$ cat config.mk
export PLATFORM = sky130hd
export DESIGN_NAME = address_decoder_waitstate_flat
export DESIGN_NICKNAME = d
export VERILOG_FILES = /design/src/rtl/address_decoder_waitstate_if.sv /design/src/rtl/address_decoder_waitstate.sv /design/src/flat_wrapper.sv
export SDC_FILE = /design/constraint.sdc
export NUM_CORES = 1
export LEC_CHECK = 0
export BUFFER_PORTS_ARGS = -buffer_cell sky130_fd_sc_hd__buf_2
export CORE_ASPECT_RATIO = 0.6
export CORE_MARGIN = 4
export CORE_UTILIZATION = 50
export CTS_CLUSTER_DIAMETER = 100
export CTS_CLUSTER_SIZE = 16
export DETAILED_ROUTE_END_ITERATION = 10
export PLACE_DENSITY = 0.68
export SLEW_MARGIN = 20
export SYNTH_ARGS = -nofsm -noshare
export SYNTH_HDL_FRONTEND = slang
export SYNTH_SLANG_ARGS = --single-unit
export TNS_END_PERCENT = 20
$ cat constraint.sdc
create_clock -name Clk -period 4.5 [get_ports Clk]
set_clock_uncertainty 0.1 [all_clocks]
set_input_delay 0.675 -clock Clk [delete_from_list [all_inputs] [get_ports Clk]]
set_output_delay 0.675 -clock Clk [all_outputs]
set_load 0.005 [all_outputs]
$ cat src/rtl/address_decoder_waitstate_if.sv
// Bus-side interface of the address decoder.
// Groups the 68k cycle signals (Address, AS_L, ExtReady_H), the decode-table
// programming port (CfgWrite_H, CfgIndex, CfgBase, CfgMask, CfgWaitStates,
// CfgEnable_H) and the decoder results (RegionSelect_H, HitIndex, Dtack_L,
// Berr_L, Busy_H).
//   master : CPU / configuration side (drives address, strobe, config)
//   slave  : decoder side (drives selects and acknowledges)
interface address_decoder_waitstate_if #(
    parameter int NUM_REGIONS = 8,
    parameter int ADDR_WIDTH  = 32,
    parameter int WS_WIDTH    = 4,
    parameter int IDX_WIDTH   = (NUM_REGIONS > 1) ? $clog2(NUM_REGIONS) : 1
);
    logic [ADDR_WIDTH-1:0]  Address;
    logic                   AS_L;
    logic                   ExtReady_H;
    logic                   CfgWrite_H;
    logic [IDX_WIDTH-1:0]   CfgIndex;
    logic [ADDR_WIDTH-1:0]  CfgBase;
    logic [ADDR_WIDTH-1:0]  CfgMask;
    logic [WS_WIDTH-1:0]    CfgWaitStates;
    logic                   CfgEnable_H;
    logic [NUM_REGIONS-1:0] RegionSelect_H;
    logic [IDX_WIDTH-1:0]   HitIndex;
    logic                   Dtack_L;
    logic                   Berr_L;
    logic                   Busy_H;

    modport master (
        output Address, AS_L, ExtReady_H,
        output CfgWrite_H, CfgIndex, CfgBase, CfgMask, CfgWaitStates, CfgEnable_H,
        input  RegionSelect_H, HitIndex, Dtack_L, Berr_L, Busy_H
    );

    modport slave (
        input  Address, AS_L, ExtReady_H,
        input  CfgWrite_H, CfgIndex, CfgBase, CfgMask, CfgWaitStates, CfgEnable_H,
        output RegionSelect_H, HitIndex, Dtack_L, Berr_L, Busy_H
    );
endinterface

$ cat src/rtl/address_decoder_waitstate.sv
// Registered, programmable 68k address decoder with wait-state generation.
// A table of NUM_REGIONS windows (base/mask/wait-states/enable) is matched
// against the address at the first edge where AS_L is low; the lowest-index
// hit drives a one-hot chip select. DTACK follows after the region's wait
// states (or an external ready when the wait field is all ones); misses and
// stalled external cycles get BERR after TIMEOUT_CYCLES.
// Ports:
//   Clk      : system clock, rising edge
//   Reset_H  : synchronous active-high reset (FSM, outputs and table)
//   bus      : slave modport carrying the cycle, config and result signals
module address_decoder_waitstate #(
    parameter int                  NUM_REGIONS    = 8,
    parameter int                  ADDR_WIDTH     = 32,
    parameter int                  WS_WIDTH       = 4,
    parameter int                  TIMEOUT_CYCLES = 255,
    parameter logic [ADDR_WIDTH-1:0] BOOT_MASK    = 32'hFFFF_8000
) (
    input logic                       Clk,
    input logic                       Reset_H,
    address_decoder_waitstate_if.slave bus
);
    localparam int IDX_WIDTH = (NUM_REGIONS > 1) ? $clog2(NUM_REGIONS) : 1;
    // Counter must cover both the longest wait-state count and the timeout.
    localparam int CNT_WIDTH = ($clog2(TIMEOUT_CYCLES) > WS_WIDTH) ? $clog2(TIMEOUT_CYCLES) : WS_WIDTH;

    localparam logic [WS_WIDTH-1:0]    WS_EXT   = {WS_WIDTH{1'b1}};
    localparam logic [CNT_WIDTH-1:0]   CNT_ZERO = {CNT_WIDTH{1'b0}};
    localparam logic [CNT_WIDTH-1:0]   CNT_ONE  = CNT_WIDTH'(1'b1);
    localparam logic [CNT_WIDTH-1:0]   CNT_LAST = CNT_WIDTH'(TIMEOUT_CYCLES - 1);
    localparam logic [IDX_WIDTH:0]     NUM_REGIONS_EXT = (IDX_WIDTH + 1)'(NUM_REGIONS);
    localparam logic [NUM_REGIONS-1:0] SEL_LSB  = NUM_REGIONS'(1'b1);
    localparam logic [NUM_REGIONS-1:0] SEL_NONE = {NUM_REGIONS{1'b0}};
    localparam logic [IDX_WIDTH-1:0]   IDX_ZERO = {IDX_WIDTH{1'b0}};

    typedef enum logic [2:0] {
        ST_IDLE    = 3'd0,
        ST_WAIT    = 3'd1,
        ST_EXTWAIT = 3'd2,
        ST_ACK     = 3'd3,
        ST_TIMEOUT = 3'd4,
        ST_BERR    = 3'd5,
        ST_END     = 3'd6
    } state_t;

    logic [ADDR_WIDTH-1:0]  base_r [NUM_REGIONS];
    logic [ADDR_WIDTH-1:0]  mask_r [NUM_REGIONS];
    logic [WS_WIDTH-1:0]    ws_r   [NUM_REGIONS];
    logic [NUM_REGIONS-1:0] en_r;

    logic [NUM_REGIONS-1:0] hit_vec_s;
    logic                   hit_any_s;
    logic [IDX_WIDTH-1:0]   hit_idx_s;
    logic [WS_WIDTH-1:0]    hit_ws_s;

    state_t                 state_r;
    logic [CNT_WIDTH-1:0]   cnt_r;
    logic [NUM_REGIONS-1:0] sel_r;
    logic [IDX_WIDTH-1:0]   idx_r;
    logic                   dtack_r;
    logic                   berr_r;
    logic                   busy_r;

    // Decode table: boot ROM window in entry 0 after reset, run-time writes otherwise.
    always_ff @(posedge Clk) begin
        if (Reset_H) begin
            for (int i = 0; i < NUM_REGIONS; i++) begin
                base_r[i] <= {ADDR_WIDTH{1'b0}};
                mask_r[i] <= {ADDR_WIDTH{1'b0}};
                ws_r[i]   <= {WS_WIDTH{1'b0}};
                en_r[i]   <= 1'b0;
            end
            mask_r[0] <= BOOT_MASK;
            en_r[0]   <= 1'b1;
        end else if (bus.CfgWrite_H && ({1'b0, bus.CfgIndex} < NUM_REGIONS_EXT)) begin
            base_r[bus.CfgIndex] <= bus.CfgBase;
            mask_r[bus.CfgIndex] <= bus.CfgMask;
            ws_r[bus.CfgIndex]   <= bus.CfgWaitStates;
            en_r[bus.CfgIndex]   <= bus.CfgEnable_H;
        end else begin
            en_r <= en_r;
        end
    end

    // Window match and priority resolution; scanning downwards lets index 0 win.
    always_comb begin
        hit_idx_s = IDX_ZERO;
        for (int i = 0; i < NUM_REGIONS; i++) begin
            hit_vec_s[i] = en_r[i] && ((bus.Address & mask_r[i]) == (base_r[i] & mask_r[i]));
        end
        for (int i = NUM_REGIONS - 1; i >= 0; i--) begin
            hit_idx_s = hit_vec_s[i] ? IDX_WIDTH'(i) : hit_idx_s;
        end
        hit_any_s = |hit_vec_s;
        hit_ws_s  = ws_r[hit_idx_s];
    end

    // Bus-cycle FSM with registered select/acknowledge outputs.
    always_ff @(posedge Clk) begin
        if (Reset_H) begin
            state_r <= ST_IDLE;
            cnt_r   <= CNT_ZERO;
            sel_r   <= SEL_NONE;
            idx_r   <= IDX_ZERO;
            dtack_r <= 1'b1;
            berr_r  <= 1'b1;
            busy_r  <= 1'b0;
        end else begin
            case (state_r)
                ST_IDLE: begin
                    if (!bus.AS_L) begin
                        busy_r <= 1'b1;
                        if (hit_any_s) begin
                            sel_r <= SEL_LSB << hit_idx_s;
                            idx_r <= hit_idx_s;
                            if (hit_ws_s == WS_EXT) begin
                                state_r <= ST_EXTWAIT;
                                cnt_r   <= CNT_ZERO;
                            end else begin
                                state_r <= ST_WAIT;
                                cnt_r   <= CNT_WIDTH'(hit_ws_s);
                            end
                        end else begin
                            state_r <= ST_TIMEOUT;
                            cnt_r   <= CNT_ZERO;
                        end
                    end else begin
                        busy_r <= 1'b0;
                    end
                end
                ST_WAIT: begin
                    if (bus.AS_L) begin
                        state_r <= ST_END;
                        sel_r   <= SEL_NONE;
                        idx_r   <= IDX_ZERO;
                    end else if (cnt_r == CNT_ZERO) begin
                        state_r <= ST_ACK;
                        dtack_r <= 1'b0;
                    end else begin
                        cnt_r <= cnt_r - CNT_ONE;
                    end
                end
                ST_EXTWAIT: begin
                    // Ready takes precedence over a timeout reached on the same edge.
                    if (bus.AS_L) begin
                        state_r <= ST_END;
                        sel_r   <= SEL_NONE;
                        idx_r   <= IDX_ZERO;
                    end else if (bus.ExtReady_H) begin
                        state_r <= ST_ACK;
                        dtack_r <= 1'b0;
                    end else if (cnt_r == CNT_LAST) begin
                        state_r <= ST_BERR;
                        berr_r  <= 1'b0;
                    end else begin
                        cnt_r <= cnt_r + CNT_ONE;
                    end
                end
                ST_TIMEOUT: begin
                    if (bus.AS_L) begin
                        state_r <= ST_END;
                        sel_r   <= SEL_NONE;
                        idx_r   <= IDX_ZERO;
                    end else if (cnt_r == CNT_LAST) begin
                        state_r <= ST_BERR;
                        berr_r  <= 1'b0;
                    end else begin
                        cnt_r <= cnt_r + CNT_ONE;
                    end
                end
                ST_ACK, ST_BERR: begin
                    if (bus.AS_L) begin
                        state_r <= ST_END;
                        sel_r   <= SEL_NONE;
                        idx_r   <= IDX_ZERO;
                        dtack_r <= 1'b1;
                        berr_r  <= 1'b1;
                    end else begin
                        state_r <= state_r;
                    end
                end
                ST_END: begin
                    // Turnaround cycle: a strobe seen here is not decoded.
                    state_r <= ST_IDLE;
                    busy_r  <= 1'b0;
                end
                default: begin
                    state_r <= ST_IDLE;
                    cnt_r   <= CNT_ZERO;
                    sel_r   <= SEL_NONE;
                    idx_r   <= IDX_ZERO;
                    dtack_r <= 1'b1;
                    berr_r  <= 1'b1;
                    busy_r  <= 1'b0;
                end
            endcase
        end
    end

    assign bus.RegionSelect_H = sel_r;
    assign bus.HitIndex       = idx_r;
    assign bus.Dtack_L        = dtack_r;
    assign bus.Berr_L         = berr_r;
    assign bus.Busy_H         = busy_r;
endmodule

$ cat src/flat_wrapper.sv
// flat-port wrapper written by rule: the top's interface ports become plain ports
module address_decoder_waitstate_flat 
#(
    parameter int                  NUM_REGIONS    = 8,
    parameter int                  ADDR_WIDTH     = 32,
    parameter int                  WS_WIDTH       = 4,
    parameter int                  TIMEOUT_CYCLES = 255,
    parameter logic [ADDR_WIDTH-1:0] BOOT_MASK    = 32'hFFFF_8000
)
  (Clk, Reset_H, bus_Address, bus_AS_L, bus_ExtReady_H, bus_CfgWrite_H, bus_CfgIndex, bus_CfgBase, bus_CfgMask, bus_CfgWaitStates, bus_CfgEnable_H, bus_RegionSelect_H, bus_HitIndex, bus_Dtack_L, bus_Berr_L, bus_Busy_H);
  address_decoder_waitstate_if #(.NUM_REGIONS(NUM_REGIONS), .ADDR_WIDTH(ADDR_WIDTH), .WS_WIDTH(WS_WIDTH)) bus_i ();
  input logic Clk;
  input logic Reset_H;
  input wire logic [$bits(bus_i.Address)-1:0] bus_Address;
  input wire logic [$bits(bus_i.AS_L)-1:0] bus_AS_L;
  input wire logic [$bits(bus_i.ExtReady_H)-1:0] bus_ExtReady_H;
  input wire logic [$bits(bus_i.CfgWrite_H)-1:0] bus_CfgWrite_H;
  input wire logic [$bits(bus_i.CfgIndex)-1:0] bus_CfgIndex;
  input wire logic [$bits(bus_i.CfgBase)-1:0] bus_CfgBase;
  input wire logic [$bits(bus_i.CfgMask)-1:0] bus_CfgMask;
  input wire logic [$bits(bus_i.CfgWaitStates)-1:0] bus_CfgWaitStates;
  input wire logic [$bits(bus_i.CfgEnable_H)-1:0] bus_CfgEnable_H;
  output wire logic [$bits(bus_i.RegionSelect_H)-1:0] bus_RegionSelect_H;
  output wire logic [$bits(bus_i.HitIndex)-1:0] bus_HitIndex;
  output wire logic [$bits(bus_i.Dtack_L)-1:0] bus_Dtack_L;
  output wire logic [$bits(bus_i.Berr_L)-1:0] bus_Berr_L;
  output wire logic [$bits(bus_i.Busy_H)-1:0] bus_Busy_H;
  assign bus_i.Address = bus_Address;
  assign bus_i.AS_L = bus_AS_L;
  assign bus_i.ExtReady_H = bus_ExtReady_H;
  assign bus_i.CfgWrite_H = bus_CfgWrite_H;
  assign bus_i.CfgIndex = bus_CfgIndex;
  assign bus_i.CfgBase = bus_CfgBase;
  assign bus_i.CfgMask = bus_CfgMask;
  assign bus_i.CfgWaitStates = bus_CfgWaitStates;
  assign bus_i.CfgEnable_H = bus_CfgEnable_H;
  assign bus_RegionSelect_H = bus_i.RegionSelect_H;
  assign bus_HitIndex = bus_i.HitIndex;
  assign bus_Dtack_L = bus_i.Dtack_L;
  assign bus_Berr_L = bus_i.Berr_L;
  assign bus_Busy_H = bus_i.Busy_H;
  address_decoder_waitstate #(.NUM_REGIONS(NUM_REGIONS), .ADDR_WIDTH(ADDR_WIDTH), .WS_WIDTH(WS_WIDTH), .TIMEOUT_CYCLES(TIMEOUT_CYCLES), .BOOT_MASK(BOOT_MASK)) u_core (.Clk(Clk), .Reset_H(Reset_H), .bus(bus_i));
endmodule
Word level (Yosys, flattened, before mapping) --
Memory sizes are Yosys's and may differ from the RTL's. Index checks and enable logic that the tools add are counted.
Operators by class: magnitude comparators 2, add/subtract/negate cells 2, equality and inequality tests 28, mux-type cells 68, bitwise logic cells 21, shifts and indexed selects 1, reductions and logical operators 25
Operator list (count):
- $and A32 B32 Y32 | 16
- $eq A32 B32 Y1 | 8
- $mux W32 | 3
- $mux W8 | 10
- $mux W3 | 23
- $reduce_or A32 Y1 | 2
- $pmux W8 S5 | 1
- $pmux W8 S3 | 1
- $mux W1 | 19
- $ne A2 B2 Y1 const B | 8
- $pmux W3 S5 | 1
- $mux W4 | 3
- $eq A3 B3 Y1 const B | 3
- $logic_and A1 B1 Y1 | 9
- $pmux W3 S3 | 1
- $reduce_or A3 Y1 | 3
- $add A8 B1 Y8 const B | 1
- $bwmux W8 | 1
- $eq A8 B8 Y1 const B | 1
- $logic_not A8 Y1 | 1
- $pmux W1 S4 | 2
- $reduce_or A8 Y1 | 1
- $shl A1 B3 Y8 const A | 1
- $sub A8 B1 Y8 const B | 1
- other kinds (21) | 27
Storage, ports and cells: output and inout bits 14, flip-flop bits (word level) 33, input port bits 109, logic and storage cells 158, memory bits (writable) 544, memories kept 3
Memory list:
- u_core.base_r | words 8, width 32, rd ports 8, clocked after Yosys merged registers in 0, wr ports 8, line address_decoder_waitstate.sv:45 | logic [ADDR_WIDTH-1:0] base_r [NUM_REGIONS];
- u_core.mask_r | words 8, width 32, rd ports 8, clocked after Yosys merged registers in 0, wr ports 8, line address_decoder_waitstate.sv:46 | logic [ADDR_WIDTH-1:0] mask_r [NUM_REGIONS];
- u_core.ws_r | words 8, width 4, rd ports 1, clocked after Yosys merged registers in 0, wr ports 8, line address_decoder_waitstate.sv:47 | logic [WS_WIDTH-1:0] ws_r [NUM_REGIONS];

Longest topological paths before layout --
Gate-level depths: netlist of run 1. An unclocked memory read counts as a cell.
depth in word-level cells 18, depth in mapped cells 15, depth with buffers taken out 14

Worst setup path before layout of run 1 --
Ideal clock, no wire load.
path kind in2reg, start point input bus_CfgIndex[2], end point memory u_core.base_r[7][0], enable pin, required time 3.891 ns, path buffers 1, library setup time 0.509 ns, data arrival time 4.225 ns, stages on the path 3, slack -0.334 ns, cell sequence clkbuf_1 nand2_1 o21bai_1
RTL lines:
- start: declaration | line flat_wrapper.sv:18 | input wire logic [$bits(bus_i.CfgIndex)-1:0] bus_CfgIndex;
- end: declaration | line address_decoder_waitstate.sv:45

==> impl_summary.txt, run 1 <==
----------------------------------------------------
[Status]
  Outcome ... complete, no violations

[Timing]
  Transition time of the tightest slew-check pin ... 0.961 ns
  Number of setup violations in the final report ... 0
  Final hold violation count ... 0
  Period utilisation layout ... 97.9%
  Setup repair after global routing missed its margin ... false
  Worst slew slack as a fraction of its limit ... 35.9%
  Fin worst setup slack ... 0.0932 ns
  Minimum clock period ... 4.41 ns
  Final Slew Violations ... 0
  Max Clock Freq ... 227 MHz

[Critical path]
  Crit start category ... register
  Worst-path cell with the longest stage delay ... or4_1
  Number of cells on the critical path ... 17
  Category of the critical setup timing path ... reg2reg
  Dominant cell type by count on the critical path ... buf_4
  Crit-path max cell delay ... 0.57 ns
  Kind of cell with the highest combined delay on the critical path ... simple AND/OR/NAND/NOR gates
  Cell Chain, Critical Path ... xor2_1, a22oi_1, buf_4, nand4_1, or4_1, or2_4, buf_4, a311o_1, buf_4, mux2i_1, o21ai_1, mux2i_1, buf_4, nor4_4, buf_4, a21oi_2, nor4b_2
  FF-to-FF Start ... u_core.base_r[5][18]
  Number of cell instances on the worst register-to-register path ... 17
  Crit path DAT ... 4.85 ns
  Count of buffer and inverter cells on the critical path ... 5
  Maximum net fanout on the critical path ... 4
  Crit. End Element ... register
  Crit. Startpoint ... u_core.base_r[5][18]
  Required time of the worst setup path ... 4.95 ns

[Place]
  Routability cong. ... 1.05
  Number of port buffers ... 122
  Half-perimeter wire length of the detailed placement result ... 86000 um
  Number of placed instances with taps included ... 3127
  Placement Setup Slack ... -0.563 ns

[Floorplanning]
  Initial cell density of the core ... 50.7%
  Height of the chip ... 190 um
  Full die area ... 0.0591 mm2
  Top-level I/O count ... 123
  Horizontal die dimension ... 311 um
  Number of cell rows ... 66
  Core box area ... 0.0543 mm2

[Synthesis]
  Async SR Flop Fraction ... 0%
  Share of the synthesized area in the top cell type ... 59.3%
  Post-Syn Area ... 0.0276 mm2
  Count of flip-flops with a built-in enable after synthesis ... 544
  Post-synthesis cell type with the largest combined area ... edfxtp_1
  Count of synthesis-stage warnings from yosys ... 0
  Number of distinct standard cells referenced by the synthesized netlist ... 78
  Post-synthesis average cell area ... 12.9 um2
  Sequential-to-total area share from yosys stat ... 61.7%
  Predominant post-synthesis flop cell ... edfxtp_1
  Synthesized netlist net count ... 2254
  Leading post-synthesis cells by cell area ... edfxtp_1 (59%), and2_1 (12%), xor2_1 (8.2%)
  Count of mapped cells out of synthesis ... 2138
  Post-synthesis register bit count ... 577

[Clock tree]
  CTS tree ... built
  Root buffer cell ... clkbuf_16
  Clock buffer depth ... 3
  Cts bufs inserted ... 42
  Clock sink total ... 577
  CTS clock-pin slew for the worst setup and hold paths ... 0.09 ns
  Insertion delay to the later sink of the worst-skew pair ... 0.63 ns
  Total number of H-tree levels ... 2

[Finish]
  Number of standard cells in the final layout excluding fillers ... 3213
  Area of the multi-input gates ... 0.0101 mm2
  Area added between synthesis and finish ... 16.3%
  Net count of the finished layout ... 2574
  Share of the core filled with cells in the final layout ... 59.0%
  Storage cell area ... 0.0170 mm2
  Fill cell instance count of the final layout ... 4399
  Share of final-layout standard cells stronger than drive strength 1 ... 18.7%

[Routing]
  Post-DR vias/cell ... 6.41
  Routed via count ... 20.6k
  Antenna-violating nets left ... 0
  Number of iterations in the first detailed-routing pass ... 8
  DR iter-0 viols ... 4374
  DRC violations left ... 0
  Final routed wirelength across all metal layers ... 117000 um
  Per-cell routed wire length ... 36.5 um

[Min path]
  Cell depth of the worst min-delay path ... 2
  Worst Min Path Start ... bus_CfgBase[27]
  Hold Path Class ... in2reg

[Global routing]
  Wire length of the first global-routing pass ... 157000 um
  Sum of overflow across all layers after global routing ... 0
  Vias in the first global route ... 18.9k
  Antenna violations before repair ... 34
  Largest net degree at the start of global routing ... 70
  GRT Total Usage ... 39.2%

[Power and ir drop]
  Power Total ... 12.4 mW
  Power per cell area ... 386 mW/mm2
  Static leakage ... 12.2 nW
  Peak supply drop ... 0.000384 V

[Job]
  Maxcap violations ... 0

----------------------------------------------------
## synthesized netlist by cell type (3+ instances only)
library cell	number
edfxtp_1	544
and2_1	532
xor2_1	259
a22oi_1	196
clkbuf_1	70
nor2_1	49
nand2_1	46
nand4_1	45
a21oi_1	38
dfxtp_1	33
nand3_1	27
inv_1	25
nand2b_1	24
nor3_1	20
o21ai_0	19
a221oi_1	16
buf_2	16
a22o_1	14
a222oi_1	13
buf_6	10
a21o_1	9
mux2i_1	8
nor4_1	7
o21bai_1	7
and3_1	6
buf_4	6
ha_1	6
a211oi_1	5
a21boi_0	5
a31o_2	4
nor2b_1	4
o21a_1	4
xnor2_1	4
o211ai_1	3
o221ai_1	3
o2bb2a_1	3
o31a_1	3
or2_2	3
or3_1	3
or4_1	3
## worst paths after layout
check / endpoint / slack, ns
min: u_core.base_r[6][27] / 0.33
max reg2reg: u_core.state_r[1] / 0.09
min reg2reg: u_core.bus.HitIndex[2] / 0.36
max: u_core.state_r[1] / 0.09
## flip-flops by register name, indices dropped and copies added, names as in the netlist
register and cells:
u_core.bus.RegionSelect_H 8, u_core.bus.Busy_H 1, u_core.bus.Dtack_L 1, u_core.en_r 8
u_core.base_r 256, u_core.state_r 3, u_core.bus.Berr_L 1, u_core.bus.HitIndex 3
u_core.mask_r 256, u_core.ws_r 32, u_core.cnt_r 8
## what timing repair did
action	CTS	global route
setup buffers	0	1
setup endpoints to repair	0	6
hold endpoints to repair	0	0
hold buffers	0	0
resized for setup	0	9
## where the power goes
part	total, mW	leakage (nW)	internal [mW]	switching [mW]
registers	6.50	5.53	6.23	0.264
logic	2.11	6.05	0.716	1.39
clock network	3.78	0.577	1.79	1.99
## metal layers
layer  wire, um  up-vias  share of wire (%)  GRT usage (%)
met5         52        -              0.044              0
li1           -     8476                  -              -
met3      20000      174                 17           17.0
met1      49000    10400                 42           59.0
met4       2700        8                2.3           9.03
met2      45500     1588                 39           51.8
## kinds of logic after synthesis
kind of cell	Yosys count	share of synthesized area [%]
AND/OR/NAND/NOR	780	16.8
buffers and inverters	129	2.18
flip-flops	577	61.7
adder cells (fa/ha/maj)	8	0.381
multiplexers	12	0.508
AO/OA/AOI/OAI	369	10.1
XOR/XNOR	263	8.36
## layout by cell type (no fill, tap or decap), types with 33 or more instances in the layout
master       n
a21oi_1     37
a22oi_1    195
and2_1     532
buf_2      121
buf_4      245
clkbuf_16   42
dfxtp_1     33
edfxtp_1   544
nand2_1     46
nand4_1     45
nor2_1      43
xor2_1     259
## final cells by class
| class | count | area share (%) |
|---|---|---|
| Timing Repair Buffer | 380 | 8.46 |
| Sequential cell | 577 | 53.0 |
| Inverter | 25 | 0.293 |
| Antenna cell | 8 | 0.0624 |
| Clock inverter | 4 | 0.156 |
| Multi-Input combinational cell | 1432 | 31.6 |
| Clock buffer | 73 | 3.64 |
| Tap cell | 714 | 2.79 |
## per-stage QoR
step | setup TNS (ns) | hold WS [ns] | area, um2
after floorplan | -44.06 | 0.348 | 27600
after global placement | -2.83 | 0.341 | 30700
after detailed placement | -2.89 | 0.342 | 30800
after CTS | 0 | 0.311 | 32000
after global routing | 0 | 0.342 | 32000
final | 0 | 0.327 | 32100
Note: power is estimated with default switching activity, not from simulation.
==> run 2: changes to the inputs <==
--- a/config.mk
+++ b/config.mk
@@ -13,6 +13,7 @@
 export CTS_CLUSTER_SIZE = 16
 export DETAILED_ROUTE_END_ITERATION = 10
 export PLACE_DENSITY = 0.68
+export RECOVER_POWER = 100
 export SLEW_MARGIN = 20
 export SYNTH_ARGS = -nofsm -noshare
 export SYNTH_HDL_FRONTEND = slang
==> run 2 against run 1 <==
Worst hold slack gained 0.0094 ns; critical path type unchanged; non-clock buffer count is the same; first-iteration DRC count grew 0.23%; sequential power barely moved; global-route usage unchanged; combinational power hardly changed; design area shrank 0.99%; via count decreased by 0.35%; highest routed layer unchanged; sequential share of layout area grew 0.53 points; utilization decreased by 0.58 points; maximum frequency increased by 0.60%; final cell count about the same; the run now ends with capacitance limit, slew limit left; largest power group unchanged.
==> impl_summary.txt, run 2 (synthesis results as in run 1) <==
----------------------------------------------------
[Critical path]
  Worst-path cell with the longest stage delay ... or4_1
  Crit-path max cell delay ... 0.55 ns (-0.02 ns)
  Crit path DAT ... 4.85 ns (about the same)
  Maximum net fanout on the critical path ... 5 (+1)
  Crit start category ... register
  Dominant cell type by count on the critical path ... buf_4
  Crit. End Element ... register
  Cell Chain, Critical Path ... xor2_1, a22oi_1, buf_4, nand4_1, or4_1, o211ai_1, buf_4, a311oi_4, buf_4, o21ai_1, mux4_2, mux2i_1, buf_4, nor4_4, clkbuf_4, nor3_1, o21a_1
  FF-to-FF Start ... u_core.base_r[6][24]
  Crit. Startpoint ... u_core.base_r[6][24]
  Required time of the worst setup path ... 4.97 ns (+0.02 ns)
  Category of the critical setup timing path ... reg2reg

[Finish]
  Commonest non-fill, non-tap cell in the layout ... edfxtp_1
  Area of the multi-input gates ... 0.0100 mm2 (-1.0%)
  Commonest non-fill, non-tap cells in the layout ... edfxtp_1 (544), and2_1 (306), xor2_1 (259), buf_4 (230), and2_0 (227)
  Biggest registers after layout ... u_core.base_r x256, u_core.mask_r x256, u_core.ws_r x32
  Number of standard cells in the final layout excluding fillers ... 3210 (-0.093%)
  Fill cell instance count of the final layout ... 4453 (+1.2%)
  Share of the core filled with cells in the final layout ... 58.4% (-0.58 points)
  Share of final-layout standard cells stronger than drive strength 1 ... 17.3% (-1.3 points)
  Storage cell area ... 0.0170 mm2 (unchanged)
  Area added between synthesis and finish ... 15.2%
  Net count of the finished layout ... 2574 (unchanged)

[Clock tree]
  Clock sink total ... 577 (unchanged)
  Cts bufs inserted ... 42 (unchanged)
  Hold buffer count at CTS ... 0 (unchanged)
  Insertion delay to the later sink of the worst-skew pair ... 0.63 ns (about the same)
  CTS clock-pin slew for the worst setup and hold paths ... 0.08 ns (about the same)
  CTS tree ... built
  Total number of H-tree levels ... 2 (unchanged)
  Clock buffer depth ... 3 (unchanged)
  Root buffer cell ... clkbuf_16

[Routing]
  Final routed wirelength across all metal layers ... 117000 um (+0.21%)
  Number of iterations in the first detailed-routing pass ... 7 (-1)
  DR iter-0 viols ... 4384 (+0.23%)
  Routed via count ... 20.5k (-0.35%)
  Antenna-violating nets left ... 0 (unchanged)
  DRC violations left ... 0 (unchanged)
  Per-cell routed wire length ... 36.6 um (+0.30%)
  Post-DR vias/cell ... 6.40 (-0.26%)

[Min path]
  Hold Path Class ... in2reg
  Worst Min Path Start ... bus_CfgBase[27]

[Global routing]
  GRT Total Usage ... 39.2% (unchanged)
  Largest net degree at the start of global routing ... 70 (unchanged)
  Antenna violations before repair ... 32 (-5.9%)
  Sum of overflow across all layers after global routing ... 0 (unchanged)
  Wire length of the first global-routing pass ... 157000 um (unchanged)
  Vias in the first global route ... 18.9k (unchanged)

[Timing]
  Period utilisation layout ... 97.3% (-0.58 points)
  Setup repair after global routing missed its margin ... false
  Number of setup violations in the final report ... 0 (unchanged)
  Fin worst setup slack ... 0.119 ns (+0.0261 ns)
  Final hold slack ... 0.336 ns (+0.00943 ns)
  Max Clock Freq ... 228 MHz (+0.60%)
  Minimum clock period ... 4.38 ns (-0.0261 ns)
  Final hold violation count ... 0 (unchanged)
  Final Slew Violations ... 762 (+762)
  Transition time of the tightest slew-check pin ... 2.84 ns (+1.88 ns)
  Worst slew slack as a fraction of its limit ... -89.6% (-130 points)

[Status]
  Violated checks ... capacitance limit, slew limit
  Outcome ... finished, violations left

[Floorplanning]
  Number of cell rows ... 66 (unchanged)
  Initial cell density of the core ... 50.7% (unchanged)
  Full die area ... 0.0591 mm2 (unchanged)
  Top-level I/O count ... 123 (unchanged)
  Core box area ... 0.0543 mm2 (unchanged)
  Height of the chip ... 190 um (unchanged)
  Horizontal die dimension ... 311 um (unchanged)

[Place]
  Number of port buffers ... 122 (unchanged)
  Half-perimeter wire length of the detailed placement result ... 86000 um (unchanged)
  Routability cong. ... 1.05 (unchanged)
  Placement Setup Slack ... -0.563 ns (unchanged)
  Number of placed instances with taps included ... 3127 (unchanged)

[Power and ir drop]
  Static leakage ... 11.8 nW (-3.2%)
  Peak supply drop ... 0.000385 V (+0.11%)
  Power per cell area ... 389 mW/mm2 (+0.80%)

[Job]
  Maxcap violations ... 15 (+15)

----------------------------------------------------
## run 2: cell types whose count changed in the layout (fill, tap and decap cells not counted), moves of 3 or more
| cell | delta |
|---|---|
| and2_1 | -226 |
| nor2_4 | -3 |
| clkbuf_2 | +17 |
| o21bai_1 | +3 |
| buf_2 | -13 |
| and2_0 | +226 |
| o21bai_4 | -3 |
| a31o_4 | -4 |
| buf_4 | -15 |
| clkbuf_1 | +19 |
| nor2_1 | +3 |
| buf_12 | -8 |
| a31o_1 | +4 |
| diode_2 | -3 |
## run 2: path summary, 6_finish.rpt
path              depth (start not counted)                      endpoint  slack [ns]
hold reg to reg                           2  u_core.bus.RegionSelect_H[6]        0.35
setup / recovery                         17               u_core.cnt_r[0]        0.12
hold / removal                            2          u_core.base_r[7][27]        0.34
setup reg to reg                         17               u_core.cnt_r[0]        0.12
## run 2: cell type report
class / count / area share (%)
multi-input combinational: 1432 / 31.6
sequential: 577 / 53.5
timing repair buffer: 380 / 7.90
clock buffer: 73 / 3.68
antenna: 5 / 0.0394
tap: 714 / 2.81
clock inverter: 4 / 0.158
inverter: 25 / 0.296
## run 2: where the power goes
part / switching (mW) / leakage [nW] / internal (mW)
Combinational: 1.39 / 5.67 / 0.690
Sequential: 0.264 / 5.53 / 6.25
Clock: 1.99 / 0.577 / 1.79
## run 2: per-stage QoR
stage          instance area [um2]  TNS (ns)  total power [mW]
2_1_floorplan                27600    -44.06              7.41
3_3_place_gp                 30700     -2.83              8.58
3_5_place_dp                 30800     -2.89              8.60
4_1_cts                      32000         0              12.3
5_1_grt                      31700         0              12.7
6_report                     31700         0              12.4
## run 2: layer usage
layer | global-route usage [%] | routed length, um
met1 | 59.0 | 48700
met2 | 51.8 | 45200
met3 | 17.0 | 20400
met4 | 9.03 | 3050
met5 | 0 | 55
## run 2: timing repair
item	CTS	global route
setup endpoints to repair	0	6
buffers inserted	0	1
resized for setup	0	9
## run 2: critical path, delay by kind of cell (launching register included)
| family | cells | cell delay (ns) |
|---|---|---|
| buf+inv | 5 | 0.85 |
| flops | 1 | 0.43 |
| simple gates | 4 | 1.01 |
| mux | 2 | 0.73 |
| compound gates | 5 | 0.97 |
| xor+xnor | 1 | 0.24 |
